[src/rtl/alu_exec_unit.sv]
// alu_exec_unit: handshaked execute-stage ALU.
//   Logic/arithmetic ops complete in one cycle. Shifts run one bit per cycle
//   through an iterative shifter unless ALU_FAST_SHIFT_EN is defined, in which
//   case a combinational barrel shifter gives every op a latency of 1.
// Ports:
//   clk, rst          rising-edge clock, async active-high reset
//   in_valid/in_ready request handshake (aluctrl, src_a, src_b sampled on accept)
//   aluctrl           AND=0 OR=1 ADD=2 SUB=3 XOR=4 SLT=5 SLL=6 SRL=7 SRA=8, else result 0
//   src_a, src_b      operands; src_b[SW-1:0] is the shift amount
//   out_valid/out_ready result handshake
//   result, zero      registered result and (result == 0) flag
// Build option: ALU_FAST_SHIFT_EN (barrel shifter, no SHIFT state/counter).
module alu_exec_unit #(
  parameter int XLEN = 32,
  localparam int SW = $clog2(XLEN)
) (
  input  logic            clk,
  input  logic            rst,
  input  logic            in_valid,
  output logic            in_ready,
  input  logic [3:0]      aluctrl,
  input  logic [XLEN-1:0] src_a,
  input  logic [XLEN-1:0] src_b,
  output logic            out_valid,
  input  logic            out_ready,
  output logic [XLEN-1:0] result,
  output logic            zero
);

  localparam logic [3:0] OP_AND = 4'd0, OP_OR  = 4'd1, OP_ADD = 4'd2,
                         OP_SUB = 4'd3, OP_XOR = 4'd4, OP_SLT = 4'd5,
                         OP_SLL = 4'd6, OP_SRL = 4'd7, OP_SRA = 4'd8;

`ifdef ALU_FAST_SHIFT_EN
  typedef enum logic {S_IDLE, S_DONE} state_t;
`else
  typedef enum logic [1:0] {S_IDLE, S_SHIFT, S_DONE} state_t;
`endif

  state_t          state, state_nxt;
  logic            accept, wr_res;
  logic [XLEN-1:0] alu_res, res_nxt;
  logic [SW-1:0]   shamt;

  assign shamt     = src_b[SW-1:0];
  assign out_valid = (state == S_DONE);
  // In the fast build this is exactly !out_valid || out_ready.
  assign in_ready  = (state == S_IDLE) || ((state == S_DONE) && out_ready);
  assign accept    = in_valid && in_ready;

  // Single-cycle result. In the iterative build shifts only land here with
  // shamt == 0, so the source passes straight through.
  always_comb begin
    alu_res = '0;
    case (aluctrl)
      OP_AND: alu_res = src_a & src_b;
      OP_OR:  alu_res = src_a | src_b;
      OP_ADD: alu_res = src_a + src_b;
      OP_SUB: alu_res = src_a - src_b;
      OP_XOR: alu_res = src_a ^ src_b;
      OP_SLT: alu_res = {{(XLEN-1){1'b0}}, ($signed(src_a) < $signed(src_b))};
`ifdef ALU_FAST_SHIFT_EN
      OP_SLL: alu_res = src_a << shamt;
      OP_SRL: alu_res = src_a >> shamt;
      OP_SRA: alu_res = $unsigned($signed(src_a) >>> shamt);
`else
      OP_SLL, OP_SRL, OP_SRA: alu_res = src_a;
`endif
      default: alu_res = '0;
    endcase
  end

`ifndef ALU_FAST_SHIFT_EN
  logic            is_shift, ld_sh;
  logic [XLEN-1:0] shreg, sh_step;
  logic [SW-1:0]   cnt;
  logic [3:0]      sh_op;

  assign is_shift = (aluctrl == OP_SLL) || (aluctrl == OP_SRL) || (aluctrl == OP_SRA);

  always_comb begin
    sh_step = shreg;
    case (sh_op)
      OP_SLL:  sh_step = {shreg[XLEN-2:0], 1'b0};
      OP_SRL:  sh_step = {1'b0, shreg[XLEN-1:1]};
      OP_SRA:  sh_step = {shreg[XLEN-1], shreg[XLEN-1:1]};
      default: sh_step = shreg;
    endcase
  end
`endif

  always_comb begin
    state_nxt = state;
    wr_res    = 1'b0;
    res_nxt   = alu_res;
`ifndef ALU_FAST_SHIFT_EN
    ld_sh     = 1'b0;
    // Last shift step lands straight in result so no partial value is shown.
    if (state == S_SHIFT && cnt == SW'(1)) begin
      wr_res    = 1'b1;
      res_nxt   = sh_step;
      state_nxt = S_DONE;
    end
`endif
    if (state == S_DONE && out_ready)
      state_nxt = S_IDLE;
    // Accept overrides the retire above: DONE -> DONE/SHIFT on the same edge.
    if (accept) begin
`ifndef ALU_FAST_SHIFT_EN
      if (is_shift && shamt != '0) begin
        ld_sh     = 1'b1;
        state_nxt = S_SHIFT;
      end else
`endif
      begin
        wr_res    = 1'b1;
        state_nxt = S_DONE;
      end
    end
  end

  always_ff @(posedge clk or posedge rst) begin
    if (rst) state <= S_IDLE;
    else     state <= state_nxt;
  end

  always_ff @(posedge clk or posedge rst) begin
    if (rst) begin
      result <= '0;
      zero   <= 1'b1;
    end else if (wr_res) begin
      result <= res_nxt;
      zero   <= (res_nxt == '0);
    end
  end

`ifndef ALU_FAST_SHIFT_EN
  always_ff @(posedge clk or posedge rst) begin
    if (rst) begin
      shreg <= '0;
      cnt   <= '0;
      sh_op <= '0;
    end else if (ld_sh) begin
      shreg <= src_a;
      cnt   <= shamt;
      sh_op <= aluctrl;
    end else if (state == S_SHIFT) begin
      shreg <= sh_step;
      cnt   <= cnt - SW'(1);
    end
  end
`endif

endmodule
[config.mk]
export PLATFORM = sky130hd
export DESIGN_NAME = alu_exec_unit
export DESIGN_NICKNAME = d
export VERILOG_FILES = /design/src/rtl/alu_exec_unit.sv
export SDC_FILE = /design/constraint.sdc
export NUM_CORES = 1
export LEC_CHECK = 0
export ABC_AREA = 1
export CORE_ASPECT_RATIO = 0.9
export CORE_MARGIN = 2
export CORE_UTILIZATION = 40
export CTS_BUF_LIST = sky130_fd_sc_hd__clkbuf_4 sky130_fd_sc_hd__clkbuf_8
export DETAILED_ROUTE_END_ITERATION = 10
export GPL_TIMING_DRIVEN = 0
export MAX_ROUTING_LAYER = met4
export PLACE_DENSITY = 0.59
export SLEW_MARGIN = 20
export SYNTH_ARGS = -nofsm -noshare
export SYNTH_HDL_FRONTEND = slang
export SYNTH_SLANG_ARGS = --single-unit
export TNS_END_PERCENT = 30
[constraint.sdc]
create_clock -name clk -period 1.94 [get_ports clk]
set_input_delay 0.194 -clock clk [delete_from_list [all_inputs] [get_ports clk]]
set_output_delay 0.194 -clock clk [all_outputs]
set_load 0.1 [all_outputs]
Yosys cells after proc, flatten, opt, wreduce, memory -nomap -nowiden
Cells that the tools add are included.

Register bits: 76. Word-level logic and storage cells: 57. Output and inout bits: 35. Input bits: 72.

Equality and inequality tests: 14. Muxes and demuxes: 16. Bitwise logic cells: 3. Magnitude comparators: 1. Add/subtract/negate cells: 3. Reductions and logical operators: 14.

Operator list (number): $pmux 32 s7 (1); $mux 32 (3); $pmux 32 s3 (1); $add 32x32->32 (1); $and 32x32->32 (1); $logic_not 32->1 (1); $lt 32x32->1 (1); $or 32x32->32 (1); $sub 32x32->32 (1); $xor 32x32->32 (1); $eq 4x3->1 const B (6); $mux 5 (2); $eq 4x2->1 const B (2); $eq 4x4->1 const B (2); $mux 2 (4); $eq 5x1->1 const B (1); $mux 1 (5); $reduce_bool 5->1 (1); $sub 5x1->5 const B (1); $eq 4x1->1 const B (1); $logic_and 1x1->1 (4); $logic_not 4->1 (1); $logic_or 1x1->1 (3); $reduce_bool 3->1 (1); other kinds (5) (5).

Longest topological paths before layout
Depth after elaboration: 7. Gate-level depth with buffers: 24. Mapped depth without buffers: 23.

Worst setup path before layout
Ideal clock, no wire load.

Path type: input -> register. Start point: in src_a[0]. End point: reg zero. Buffers on the path: 0. Stages: 22. Arrival time: 2.077 ns. Setup slack: -0.199 ns. Data required time: 1.879 ns. Setup time: 0.061 ns. Cells stage by stage: inv_1 -> ha_1 -> fa_1 -> inv_1 -> nand2_1 -> nand2_2 -> nand3_2 -> nand2_2 -> nand2_1 -> nand2_1 -> nand3_1 -> nand2_1 -> nand2_1 -> nand3_1 -> nand3_1 -> nand2_1 -> nand2_1 -> nor2_1 -> nand2_1 -> nor2_1 -> nand3_1 -> nand2_1.

Word-level cells in the longest chain between the ends: 4. Elaborated cells on any way between the ends: 9. Those cells by class: add/sub (2); order compare (1); mux (2); bitwise (3); reduce/logical (1).

RTL lines: start: declaration (line 22) `input logic [XLEN-1:0] src_a,`; $sub 32x32->32 (tied with other cells) (line 59) `OP_SUB: alu_res = src_a - src_b;`; $pmux 32 s7 (*) (line 55) `case (aluctrl)`; $mux 32 (*) (line 99) `if (state == S_SHIFT && cnt == SW'(1)) begin`; $logic_not 32->1 (*) (line 133) `zero <= (res_nxt == '0);`; end signal: assignment (line 133); end: declaration (line 27) `output logic zero`.

Mark *: on every way between the ends. The rest lies on a longest branch, timed or not. A chain may end at the register's enable or synchronous reset.

Worst setup path in the final report
Start point: in src_b[18]. End point: reg zero.

Word-level cells in the longest chain between the ends: 4. Elaborated cells on any way between the ends: 9. Those cells by class: add/sub (2); order compare (1); mux (2); bitwise (3); reduce/logical (1).

RTL lines: start: declaration (line 23) `input logic [XLEN-1:0] src_b,`; $sub 32x32->32 (tied with other cells) (line 59); $pmux 32 s7 (*) (line 55); $mux 32 (*) (line 99); $logic_not 32->1 (*) (line 133).

Marked as above.

==> reports/metrics.cfg <==
[run_status]
run_status=finished with violations
violations_in_the_final_reports=setup timing

[sta]
number_of_hold_slack_violations_in_the_final_timing_report=0
final_period_minus_worst_setup_slack_ns=2.24
skew_ns=0.00650
final_max_slew_viol_count=0
max_freq_mhz=447
finalCritPeriodShare_pct=115
post-route-worst-setup-slack_ns=-0.298
tightest_slew_ns=0.971
rsz0062_at_grt=true
timing.final.setup_violations=14
relSlewSlack_pct=35.6

[critical_path]
r2r-start=cnt[1]
endpoint_kind=register
crit_path_frequent_cell=sky130_fd_sc_hd__nand2_1
critical_path.slowest_cell=sky130_fd_sc_hd__ha_1
critical_path.max_fanout=8
crit_type=input port to register
cp_data_arrival_time_ns=2.56
cpPeakStageDelay_ns=0.28
worst-endpoint-required_ns=2.26
worstPathCellList=buf_2 -> inv_1 -> ha_1 -> buf_6 -> nor2_2 -> inv_1 -> o21bai_1 -> inv_1 -> nand2_1 -> nand2_1 -> nand3_1 -> nand2_1 -> nand3_1 -> nand3_2 -> nand2_2 -> nand2_1 -> nor2_1 -> nand2_1 -> nor2_1 -> nand3_1 -> nand2_1
timing.critical_path.from=src_b[18]
cp-start-kind=input port

[synthesis]
synthesis.nets=1994
mappedNetlistArea_um2=10800
dominant_register_cell_in_the_synthesized_netlist=sky130_fd_sc_hd__dfrtp_1
post_synth_edffs=0
synth.ff_latch_count=76
synth.lib_cells_used.distinct=47
synthArstFlopShare_pct=100
yosys_warnings=0
seq_area_frac_synth_pct=17.7
syn_inst=1810
synthesis.area_per_instance_um2=5.94

[clock_network]
cts-root-buf=sky130_fd_sc_hd__clkbuf_8
worst_setup_hold_path_clk_slew_ns=0.09
clock_path_buffers=2
h_tree_depth=3
clock_sinks=76
cts_tree=done
clkLatencyLatePin_ns=0.37
cts-hold-fix-buffers=0
tritoncts.num_buffers=9

[cells_and_area]
design.final.nets=2240
final_common_cell=sky130_fd_sc_hd__nand2_1
final_cells=2409
utilization_pct=62.4
syn2layout_area_growth_pct=52.4
post_route_cells_drive_above_1_share_pct=40.9
insertedDiodeCount=0
most-common-layout-cells=sky130_fd_sc_hd__nand2_1 (387), sky130_fd_sc_hd__inv_1 (188), sky130_fd_sc_hd__buf_4 (132)
final.fill_count=2511

[grt]
gr-usage-met2_pct=56.7
grt_use_total_pct=36.2
grt_util_met3_pct=3.96
grt_util_met1_pct=48.2
grt_pass1_vias=12700
pin_count_of_the_biggest_net_entering_global_routing=33
grt_overflow=0
grt_first_pass_wirelength_mm=75.4
antenna_found_initial=0
grt_busiest_layer=met2

[drt]
routed_wl_mm=50.5
initial_drc_count=1174
antenna_left=0
route.detailed.wl_per_inst_um=21.0
drc=0
drt_pass1_iterations=6
dr_total_vias=13600
vias_per_cell=5.65

[place]
gp_congestion=0.970
port_buffers=105
place_inst=2265
dp_hpwl_mm=38.4

[pwr]
power.ir.vdd_worst_mv=0.338
p_per_area_nw_per_um2=403
static-leakage-power_nw=8.02

[worst_hold_path]
beginning_of_the_worst_hold_path=src_b[0]
min_path_type=input port to register

[floorplanning]
dieArea_um2=28200
die-height_um=160
ioPinCount=107
core-area_um2=26300
fp-row-count=56
initial_utilization_pct=40.9
dieWidth_um=177

[job]
max_cap_viol_count=0

report_power, final:
part	leakage [nW]	internal, mW	switching (mW)
Sequential	0.745	1.58	0
Clock	0.106	0.676	0.644
Combinational	7.17	1.43	2.28
Total	8.02	3.69	2.92
critical path: cells and delay by family:
kind | cells | cell delay [ns]
adders and majority gates | 1 | 0.28
buffers and inverters | 5 | 0.55
AOI/OAI and AO/OA | 1 | 0.21
and+or+nand+nor | 14 | 1.32
cells in the mapped netlist (18+ instances only):
master	number	area, µm²
sky130_fd_sc_hd__a21oi_1	77	385
sky130_fd_sc_hd__a221oi_1	20	175
sky130_fd_sc_hd__buf_2	32	160
sky130_fd_sc_hd__dfrtp_1	75	1880
sky130_fd_sc_hd__ha_1	110	1380
sky130_fd_sc_hd__inv_1	291	1090
sky130_fd_sc_hd__nand2_1	539	2020
sky130_fd_sc_hd__nand3_1	177	886
sky130_fd_sc_hd__nand4_1	18	113
sky130_fd_sc_hd__nor2_1	165	619
sky130_fd_sc_hd__o21ai_0	56	280
sky130_fd_sc_hd__o221ai_1	35	307
sky130_fd_sc_hd__o22ai_1	35	219
registers in the layout, summed over array words and instances, names as in the netlist:
signal	cells
sh_op	4
result	32
cnt	5
zero	1
shreg	32
state	2
through the flow:
| stage | hold WS (ns) | setup TNS [ns] | instance area [µm²] | total power, mW | setup WS (ns) |
|---|---|---|---|---|---|
| 2_1_floorplan | 0.321 | -0.181 | 10800 | 3.03 | -0.158 |
| 3_5_place_dp | 0.464 | -77.32 | 12300 | 3.88 | -1.62 |
| 6_report | 0.0900 | -0.747 | 16400 | 6.61 | -0.298 |
| 3_3_place_gp | 0.465 | -82.01 | 12200 | 3.87 | -1.64 |
| 4_1_cts | 0.110 | -0.941 | 15500 | 6.24 | -0.297 |
| 5_1_grt | 0.0945 | -3.25 | 16400 | 6.92 | -0.424 |
kinds of logic after synthesis:
group / share of synthesized area, %
AOI/OAI and AO/OA: 17.2
xor gates and xnor gates: 0.244
adders and majority gates: 13.2
buffers and inverters: 14.2
DFF: 17.7
and+or+nand+nor: 37.5
path summary, 6_finish.rpt:
kind / end / slack [ns] / depth (start not counted)
min in group asynchronous: sh_op[0] / 0.18 / 2
setup / recovery: zero / -0.30 / 21
max in group asynchronous: zero / 0.95 / 4
hold reg to reg: zero / 0.47 / 2
hold / removal: cnt[0] / 0.09 / 3
setup reg to reg: zero / -0.22 / 15
repair_timing:
item                       CTS  global route
pin swaps                  204           139
setup endpoints to repair  111            66
gates cloned                 6             0
buffers inserted           102            26
resized for setup          929           244
cell type report:
| type | count | area (µm²) | area share, % |
|---|---|---|---|
| buffer | 60 | 588 | 3.59 |
| sequential | 76 | 1900 | 11.6 |
| tap | 348 | 435 | 2.66 |
| clock buffer | 12 | 159 | 0.970 |
| clock inverter | 4 | 47.5 | 0.290 |
| inverter | 305 | 1280 | 7.80 |
| timing repair buffer | 241 | 2040 | 12.5 |
| multi-input combinational | 1363 | 9930 | 60.6 |
metal layers:
layer  vias to the layer above  wire (µm)
met5                         -          0
met1                      6489      21700
met3                       107       3520
met2                       595      23000
li1                       6423          -
met4                         0       2160
Power figures use the tool's default switching activity.
